<file path="src/rtl/logic_unit_pkg.sv">
// Shared op encoding and width helpers for the pipelined logical unit.
// The op encoding matches the {s2,s1,s0} select lines of the 1-bit cell.
package logic_unit_pkg;

  typedef logic [2:0] op_t;

  localparam op_t OP_AND  = 3'b000;
  localparam op_t OP_OR   = 3'b001;
  localparam op_t OP_NAND = 3'b010;
  localparam op_t OP_NOR  = 3'b011;
  localparam op_t OP_XOR  = 3'b100;
  localparam op_t OP_BUF  = 3'b101;
  localparam op_t OP_NOT  = 3'b110;
  localparam op_t OP_XNOR = 3'b111;

  // Bits needed to hold a ones count of 0..width inclusive.
  function automatic int unsigned cw_of(input int unsigned width);
    return $clog2(width + 1);
  endfunction

endpackage

</file>
<file path="src/rtl/logic_unit_pipe_if.sv">
// Operand-issue and result bundle for logic_unit_pipe.
// The slave modport is the unit itself; master is the issue/consume side.
interface logic_unit_pipe_if
  import logic_unit_pkg::*;
#(
  parameter int unsigned WIDTH = 32
);
  localparam int unsigned CW = cw_of(WIDTH);

  logic             in_valid;
  logic             in_ready;
  op_t              op;
  logic [WIDTH-1:0] a;
  logic [WIDTH-1:0] b;
  logic             use_acc;
  logic             acc_clr;
  logic             out_valid;
  logic             out_ready;
  logic [WIDTH-1:0] out_data;
  logic             out_zero;
  logic             out_parity;
  logic [CW-1:0]    out_ones;

  modport slave (
    input  in_valid, op, a, b, use_acc, acc_clr, out_ready,
    output in_ready, out_valid, out_data, out_zero, out_parity, out_ones
  );

  modport master (
    output in_valid, op, a, b, use_acc, acc_clr, out_ready,
    input  in_ready, out_valid, out_data, out_zero, out_parity, out_ones
  );

endinterface

</file>
<file path="src/rtl/lu_op_slice.sv">
// Purely combinational WIDTH-bit bitwise operation selected by op.
// BUF and NOT ignore b.
module lu_op_slice
  import logic_unit_pkg::*;
#(
  parameter int unsigned WIDTH = 32
) (
  input  op_t              op,
  input  logic [WIDTH-1:0] ea,
  input  logic [WIDTH-1:0] b,
  output logic [WIDTH-1:0] res
);

  always_comb begin
    res = '0;
    unique case (op)
      OP_AND:  res = ea & b;
      OP_OR:   res = ea | b;
      OP_NAND: res = ~(ea & b);
      OP_NOR:  res = ~(ea | b);
      OP_XOR:  res = ea ^ b;
      OP_BUF:  res = ea;
      OP_NOT:  res = ~ea;
      OP_XNOR: res = ~(ea ^ b);
      default: res = '0;
    endcase
  end

endmodule

</file>
<file path="src/rtl/logic_unit_pipe.sv">
// Two-stage valid/ready logical unit with a chaining accumulator.
// Stage 1 registers the op result; stage 2 registers it with zero/parity/ones flags.
module logic_unit_pipe
  import logic_unit_pkg::*;
#(
  parameter int unsigned WIDTH = 32
) (
  input  logic              clk,
  input  logic              rst_n,
  logic_unit_pipe_if.slave  bus
);

  localparam int unsigned CW = cw_of(WIDTH);

  logic             adv;
  logic             in_fire;
  logic [WIDTH-1:0] ea;
  logic [WIDTH-1:0] res;

  logic             v1_q;
  logic [WIDTH-1:0] r1_q;
  logic [WIDTH-1:0] acc_q;

  logic             out_valid_q;
  logic [WIDTH-1:0] out_data_q;
  logic             out_zero_q;
  logic             out_parity_q;
  logic [CW-1:0]    out_ones_q;
  logic [CW-1:0]    ones_d;

  // Global stall: both stages move together or not at all.
  assign adv          = ~out_valid_q | bus.out_ready;
  assign in_fire      = bus.in_valid & adv;
  assign bus.in_ready = adv;

  // A same-cycle clear is visible to the op that reads the accumulator.
  assign ea = bus.use_acc ? (bus.acc_clr ? '0 : acc_q) : bus.a;

  lu_op_slice #(
    .WIDTH (WIDTH)
  ) u_op_slice (
    .op  (bus.op),
    .ea  (ea),
    .b   (bus.b),
    .res (res)
  );

  always_comb begin
    ones_d = '0;
    for (int i = 0; i < int'(WIDTH); i++) begin
      ones_d = ones_d + CW'(r1_q[i]);
    end
  end

  always_ff @(posedge clk or negedge rst_n) begin
    if (!rst_n) begin
      acc_q <= '0;
    end else if (in_fire) begin
      acc_q <= res;
    end else if (bus.acc_clr) begin
      acc_q <= '0;
    end
  end

  always_ff @(posedge clk or negedge rst_n) begin
    if (!rst_n) begin
      v1_q         <= 1'b0;
      r1_q         <= '0;
      out_valid_q  <= 1'b0;
      out_data_q   <= '0;
      out_zero_q   <= 1'b0;
      out_parity_q <= 1'b0;
      out_ones_q   <= '0;
    end else if (adv) begin
      v1_q        <= in_fire;
      out_valid_q <= v1_q;
      if (in_fire) begin
        r1_q <= res;
      end
      // Data and flags only change together, keeping them mutually consistent.
      if (v1_q) begin
        out_data_q   <= r1_q;
        out_zero_q   <= (r1_q == '0);
        out_parity_q <= ^r1_q;
        out_ones_q   <= ones_d;
      end
    end
  end

  assign bus.out_valid  = out_valid_q;
  assign bus.out_data   = out_data_q;
  assign bus.out_zero   = out_zero_q;
  assign bus.out_parity = out_parity_q;
  assign bus.out_ones   = out_ones_q;

endmodule

</file>
<file path="src/flat_wrapper.sv">
// flat-port wrapper written by rule: the top's interface ports become plain ports
module logic_unit_pipe_flat import logic_unit_pkg::*;
#(
  parameter int unsigned WIDTH = 32
)
  (clk, rst_n, bus_in_valid, bus_op, bus_a, bus_b, bus_use_acc, bus_acc_clr, bus_out_ready, bus_in_ready, bus_out_valid, bus_out_data, bus_out_zero, bus_out_parity, bus_out_ones);
  logic_unit_pipe_if #(.WIDTH(WIDTH)) bus_i ();
  input  logic clk;
  input  logic rst_n;
  input wire logic [$bits(bus_i.in_valid)-1:0] bus_in_valid;
  input wire logic [$bits(bus_i.op)-1:0] bus_op;
  input wire logic [$bits(bus_i.a)-1:0] bus_a;
  input wire logic [$bits(bus_i.b)-1:0] bus_b;
  input wire logic [$bits(bus_i.use_acc)-1:0] bus_use_acc;
  input wire logic [$bits(bus_i.acc_clr)-1:0] bus_acc_clr;
  input wire logic [$bits(bus_i.out_ready)-1:0] bus_out_ready;
  output wire logic [$bits(bus_i.in_ready)-1:0] bus_in_ready;
  output wire logic [$bits(bus_i.out_valid)-1:0] bus_out_valid;
  output wire logic [$bits(bus_i.out_data)-1:0] bus_out_data;
  output wire logic [$bits(bus_i.out_zero)-1:0] bus_out_zero;
  output wire logic [$bits(bus_i.out_parity)-1:0] bus_out_parity;
  output wire logic [$bits(bus_i.out_ones)-1:0] bus_out_ones;
  assign bus_i.in_valid = bus_in_valid;
  assign bus_i.op = bus_op;
  assign bus_i.a = bus_a;
  assign bus_i.b = bus_b;
  assign bus_i.use_acc = bus_use_acc;
  assign bus_i.acc_clr = bus_acc_clr;
  assign bus_i.out_ready = bus_out_ready;
  assign bus_in_ready = bus_i.in_ready;
  assign bus_out_valid = bus_i.out_valid;
  assign bus_out_data = bus_i.out_data;
  assign bus_out_zero = bus_i.out_zero;
  assign bus_out_parity = bus_i.out_parity;
  assign bus_out_ones = bus_i.out_ones;
  logic_unit_pipe #(.WIDTH(WIDTH)) u_core (.clk(clk), .rst_n(rst_n), .bus(bus_i));
endmodule
</file>
<file path="config.mk">
export PLATFORM = sky130hd
export DESIGN_NAME = logic_unit_pipe_flat
export DESIGN_NICKNAME = d
export VERILOG_FILES = /design/src/rtl/logic_unit_pkg.sv /design/src/rtl/logic_unit_pipe_if.sv /design/src/rtl/lu_op_slice.sv /design/src/rtl/logic_unit_pipe.sv /design/src/flat_wrapper.sv
export SDC_FILE = /design/constraint.sdc
export NUM_CORES = 1
export LEC_CHECK = 0
export ABC_AREA = 1
export BUFFER_PORTS_ARGS = -buffer_cell sky130_fd_sc_hd__buf_2
export CORE_UTILIZATION = 45
export CTS_CLUSTER_SIZE = 20
export DETAILED_ROUTE_END_ITERATION = 10
export GPL_TIMING_DRIVEN = 1
export PLACE_DENSITY = 0.68
export REMOVE_ABC_BUFFERS = 1
export SLEW_MARGIN = 20
export SYNTH_ARGS = -nofsm -noshare
export SYNTH_HDL_FRONTEND = slang
export SYNTH_HIERARCHICAL = 1
export SYNTH_SLANG_ARGS = --single-unit
</file>
<file path="constraint.sdc">
create_clock -name clk -period 6.5 [get_ports clk]
set_input_delay 1.3 -clock clk [delete_from_list [all_inputs] [get_ports clk]]
set_output_delay 1.3 -clock clk [all_outputs]
set_load 0.01 [all_outputs]
</file>
Word level (Yosys, flattened, before mapping)
Index checks and enable logic that the tools add are counted.
Widths: inputs -> output; s select.
{"block": "totals", "in_bits": 73, "reg_bits": 106, "out_inout_bits": 42, "elab_cells": 65}
{"block": "op_classes", "n_addsub": 31, "n_eq_ne": 7, "muxes": 4, "n_bitwise": 10, "n_reduce_logical": 5}
{"cell": "$pmux 32 s8", "count": 1}
{"cell": "$add 6x1->6", "count": 30}
{"cell": "$not 32->32", "count": 4}
{"cell": "$mux 32", "count": 3}
{"cell": "$and 32x32->32", "count": 1}
{"cell": "$logic_not 32->1", "count": 1}
{"cell": "$or 32x32->32", "count": 1}
{"cell": "$reduce_xor 32->1", "count": 1}
{"cell": "$xor 32x32->32", "count": 1}
{"cell": "$eq 3x3->1 const B", "count": 4}
{"cell": "$eq 3x2->1 const B", "count": 2}
{"cell": "$reduce_and 2->1", "count": 2}
{"cell": "$eq 3x1->1 const B", "count": 1}
{"cell": "$logic_not 3->1", "count": 1}
{"cell": "$add 1x1->2", "count": 1}
{"cell": "$and 1x1->1", "count": 1}
{"cell": "$not 1->1", "count": 1}
{"cell": "$or 1x1->1", "count": 1}

Depth between registers and ports, before layout
{"block": "logic_depth", "ltp_word": 31, "ltp_mapped": 17, "depth_no_buf": 17}

Cells and area by module
The synthesis kept the hierarchy.
{"mod": "logic_unit_pipe", "instances": 1, "area_per_inst_um2": 5889.4, "cells_per_inst": 638}
{"mod": "lu_op_slice", "instances": 1, "area_per_inst_um2": 3607.2, "cells_per_inst": 672}

Worst setup path after synthesis
No wires, ideal clock.
{"block": "synth_timing", "path_kind": "reg2reg", "startpoint": "register u_core.r1_q[0]", "endpoint": "register u_core.out_ones_q[4] (netlist: u_core/bus.out_ones[4])", "t_arrival_ps": 4343, "stages_incl_launch_ff": 17, "path_slack_ps": 2081, "t_required_ps": 6424, "synth_period_minus_slack_ps": 4419, "n_path_buf": 0, "cell_sequence": "dfrtp_1 inv_1 fa_1 inv_1 fa_1 fa_1 fa_1 fa_1 inv_1 fa_1 inv_1 ha_1 inv_1 fa_1 o21ai_0 a22oi_1 o21ai_1"}
{"block": "synth_via", "elab_chain_cells": 31}
{"item": "start: declaration", "line_no": "logic_unit_pipe.sv:21", "rtl": "logic [WIDTH-1:0] r1_q;"}
{"item": "start signal: assignment", "line_no": "logic_unit_pipe.sv:78", "rtl": "r1_q <= res;"}
{"item": "$add 1x1->2", "line_no": "logic_unit_pipe.sv:51", "rtl": "ones_d = ones_d + CW'(r1_q[i]);"}
{"item": "$add 6x1->6 (30 in series)", "line_no": "logic_unit_pipe.sv:51"}
{"item": "end signal: assignment", "line_no": "logic_unit_pipe.sv:85", "rtl": "out_ones_q <= ones_d;"}
{"item": "end: declaration", "line_no": "logic_unit_pipe.sv:28", "rtl": "logic [CW-1:0] out_ones_q;"}
No other way between the ends.
A chain may end at the register's enable or synchronous reset.

Worst setup path after layout
Ends and elaborated chain as after synthesis.

==> summary.md <==
| Metric | Value |
|---|---|
| # rows | `52` |
| Period Utilization, post-route | `72.4%` |
| #FFs+latches synth | `106` |
| CP required | `6790 ps` |
| Leak | `5.64 nW` |
| Placed instance count | `1618` |
| Global-route track usage on met1 | `32.8%` |
| Root buf cell | `clkbuf_16` |
| Hpwl dp | `16700 microns` |
| DRT iter0 DRCs | `647` |
| I/O pin count | `115` |
| Slew headroom | `32.6%` |
| Postcts setup bufs | `0` |
| Final global-route overflow total | `0` |
| Initial Utilization | `46.5%` |
| Crit. End Element | `flop` |
| Worst Max-Slew Pin Slew | `1010 ps` |
| Worst setup margin | `1790 ps` |
| Commonest non-fill, non-tap cell in the layout | `nand2_1` |
| H-tree depth | `3` |
| Clock sinks | `106` |
| Die width | `147 microns` |
| Share of cells above drive strength 1 | `15.5%` |
| Hold depth | `2` |
| Inserted Diodes | `0` |
| Total Routing Usage GR | `23.5%` |
| Chip height | `147 microns` |
| Drt pass-1 iters | `5` |
| Final Non-Filler Cells | `1634` |
| Place WS | `1800 ps` |
| Most frequent cells in the layout | `nand2_1 (288), inv_1 (171), nor2_1 (139)` |
| Hold crit path type | `reg2reg` |
| R2R depth | `16` |
| Cells after Synth | `1310` |
| Fin. Hold Viols | `0` |
| Routed len/inst | `15.5 microns` |
| ANT nets after route | `0` |
| Max-cap violations | `0` |
| Area occupied by registers | `2650 sq um` |
| Most Used Layer, Global Route | `met2` |
| TritonCTS buffer count | `9` |
| Endpoints failing setup | `0` |
| Mapped Area | `9500 sq um` |
| Fillcell total | `2042` |
| CTS tree | `yes` |
| Area of the multi-input gates | `5740 sq um` |
| Port buffer count | `114` |
| Status | `finished, final reports clean` |
| Tot Pwr | `0.00425 W` |
| Area of the die | `21700 sq um` |
| First-pass GRT wire length | `40300 microns` |
| Post-cts sizing count | `0` |
| Final net count | `1543` |
| Hold Buf Count CTS | `0` |
| CTS Buffer Depth | `2` |
| Worst Path Max Fanout | `4` |
| Clk_skew | `6.67 ps` |
| Crit path kind | `reg2reg` |
| Worst skew pair latency | `370 ps` |
| DRT Wirelength | `25300 microns` |
| RD Place Congestion | `0.828` |
| Fin. max-slew vios | `0` |
| Worst Path Arrival | `5000 ps` |
| Minimum clock period | `4710 ps` |
| # DRC | `0` |
| GRT met3 Usage | `3.07%` |
| Setup TNS | `0 ps` |
| Core area | `20400 sq um` |
| RSZ-0062 raised after global routing | `false` |
| Yosys cell types | `32` |
| Synth Area per Inst | `7.25 sq um` |
| Initial antenna violation count | `0` |
| Max Freq | `213 MHz` |
| Met2 Usage GRT | `38.2%` |
| Vias in the first global route | `7877` |
| DR vias | `8697` |
| Synth warn | `6` |
| Pwr Density | `411 nW/um^2` |
| Via/cell ratio | `5.32` |
| Largest net degree at the start of global routing | `77` |
| Worst-path clk slew | `80 ps` |
| Sequential share of the synthesized area | `27.9%` |
| Worst VDD drop | `688 uV` |
| Area Overhead vs Synth | `8.91%` |
| Worst setup SP type | `flop` |
[kinds of logic (layout without fill, tap and decap cells)]
group / after synthesis / in the layout / share of synthesized area [%]
compound gates: 139 / 139 / 9.12
xor+xnor: 9 / 9 / 0.830
fa+ha+maj: 111 / 111 / 16.5
buf+inv: 262 / 316 / 11.9
flops: 106 / 106 / 27.9
simple gates: 683 / 683 / 33.7
[layer usage]
metal / vias to the layer above / wire, microns
met4: 0 / 328
met3: 28 / 1550
met2: 293 / 11800
li1: 4351 / -
met5: - / 0
met1: 4025 / 11700
[power by group]
group	internal (W)	switching, W	total, W
Sequential	0.000818	0.0000784	0.000897
Clock	0.000272	0.000288	0.000560
Combinational	0.00114	0.00165	0.00279
Total	0.00223	0.00202	0.00425
[worst max-delay path, cell delays in order, from the launching register on]
cell and delay (ps):
dfrtp_1 330, inv_1 90, fa_1 560, inv_1 60, fa_1 520, fa_1 450, fa_1 510, fa_1 510
inv_1 50, fa_1 420, inv_1 70, ha_1 130, inv_1 60, fa_1 390, o21ai_0 270, a22oi_1 100
o21ai_1 100
[final timing paths]
| check | startpoint | to | slack (ps) |
|---|---|---|---|
| worst max-delay path | u_core/r1_q[0] | u_core/bus.out_ones[4] | 1790 |
| worst min-delay path | u_core/v1_q | u_core/bus.out_valid | 480 |
| worst max register to register | u_core/r1_q[0] | u_core/bus.out_ones[4] | 1790 |
| worst min register to register | u_core/v1_q | u_core/bus.out_valid | 480 |
| max in group asynchronous | rst_n | u_core/acc_q[6] | 4320 |
| min in group asynchronous | rst_n | u_core/bus.out_data[6] | 910 |
[layout make-up]
type                       count  area share [%]
clock inverter                 7           0.702
inverter                     176            6.42
timing repair buffer         124            6.27
multi-input combinational    942            55.5
sequential                   106            25.6
tap                          270            3.27
clock buffer                   9            2.18
[metrics by stage]
stage                     util [%]  hold WS (ps)  instance area (sq um)
after floorplan                  -           441                   9030
after global placement        49.2           459                  10000
after detailed placement      49.2           459                  10000
after CTS                     50.6           479                  10300
after global routing          50.6           501                  10300
final                         50.6           477                  10300
[flip-flops by register name, summed over array words and instances (netlist names)]
signal                 count
u_core/bus.out_parity      1
u_core/bus.out_ones        6
u_core/bus.out_zero        1
u_core/bus.out_valid       1
u_core/r1_q               32
u_core/bus.out_data       32
u_core/v1_q                1
u_core/acc_q              32
[cells in the mapped netlist]
library cell  instances  share of area (%)
a21o_1                1              0.079
a21oi_1              33                1.7
a22oi_1               1              0.079
buf_1                 9               0.36
buf_12                2               0.42
buf_2                32                1.7
buf_4                 2               0.16
buf_6                 8               0.95
clkbuf_1             32                1.3
clkbuf_2              1              0.053
dfrtp_1             106                 28
fa_1                 24                5.1
ha_1                 87                 11
inv_1               171                6.8
inv_2                 4               0.16
inv_4                 1              0.066
nand2_1             288                 11
nand2_4              17                2.0
nand3_1              99                5.2
nand3b_1             32                2.5
nand4_1             100                6.6
nor2_1              141                5.6
nor2_2                3               0.20
nor3_1                1              0.053
nor3_2                1               0.11
nor4_1                1              0.066
o21ai_0              35                1.8
o21ai_1              26                1.4
o21ai_2              42                3.9
o31ai_2               1               0.13
xnor2_1               5               0.46
xor2_1                4               0.37
No activity file was read; power rests on OpenSTA's default activity.
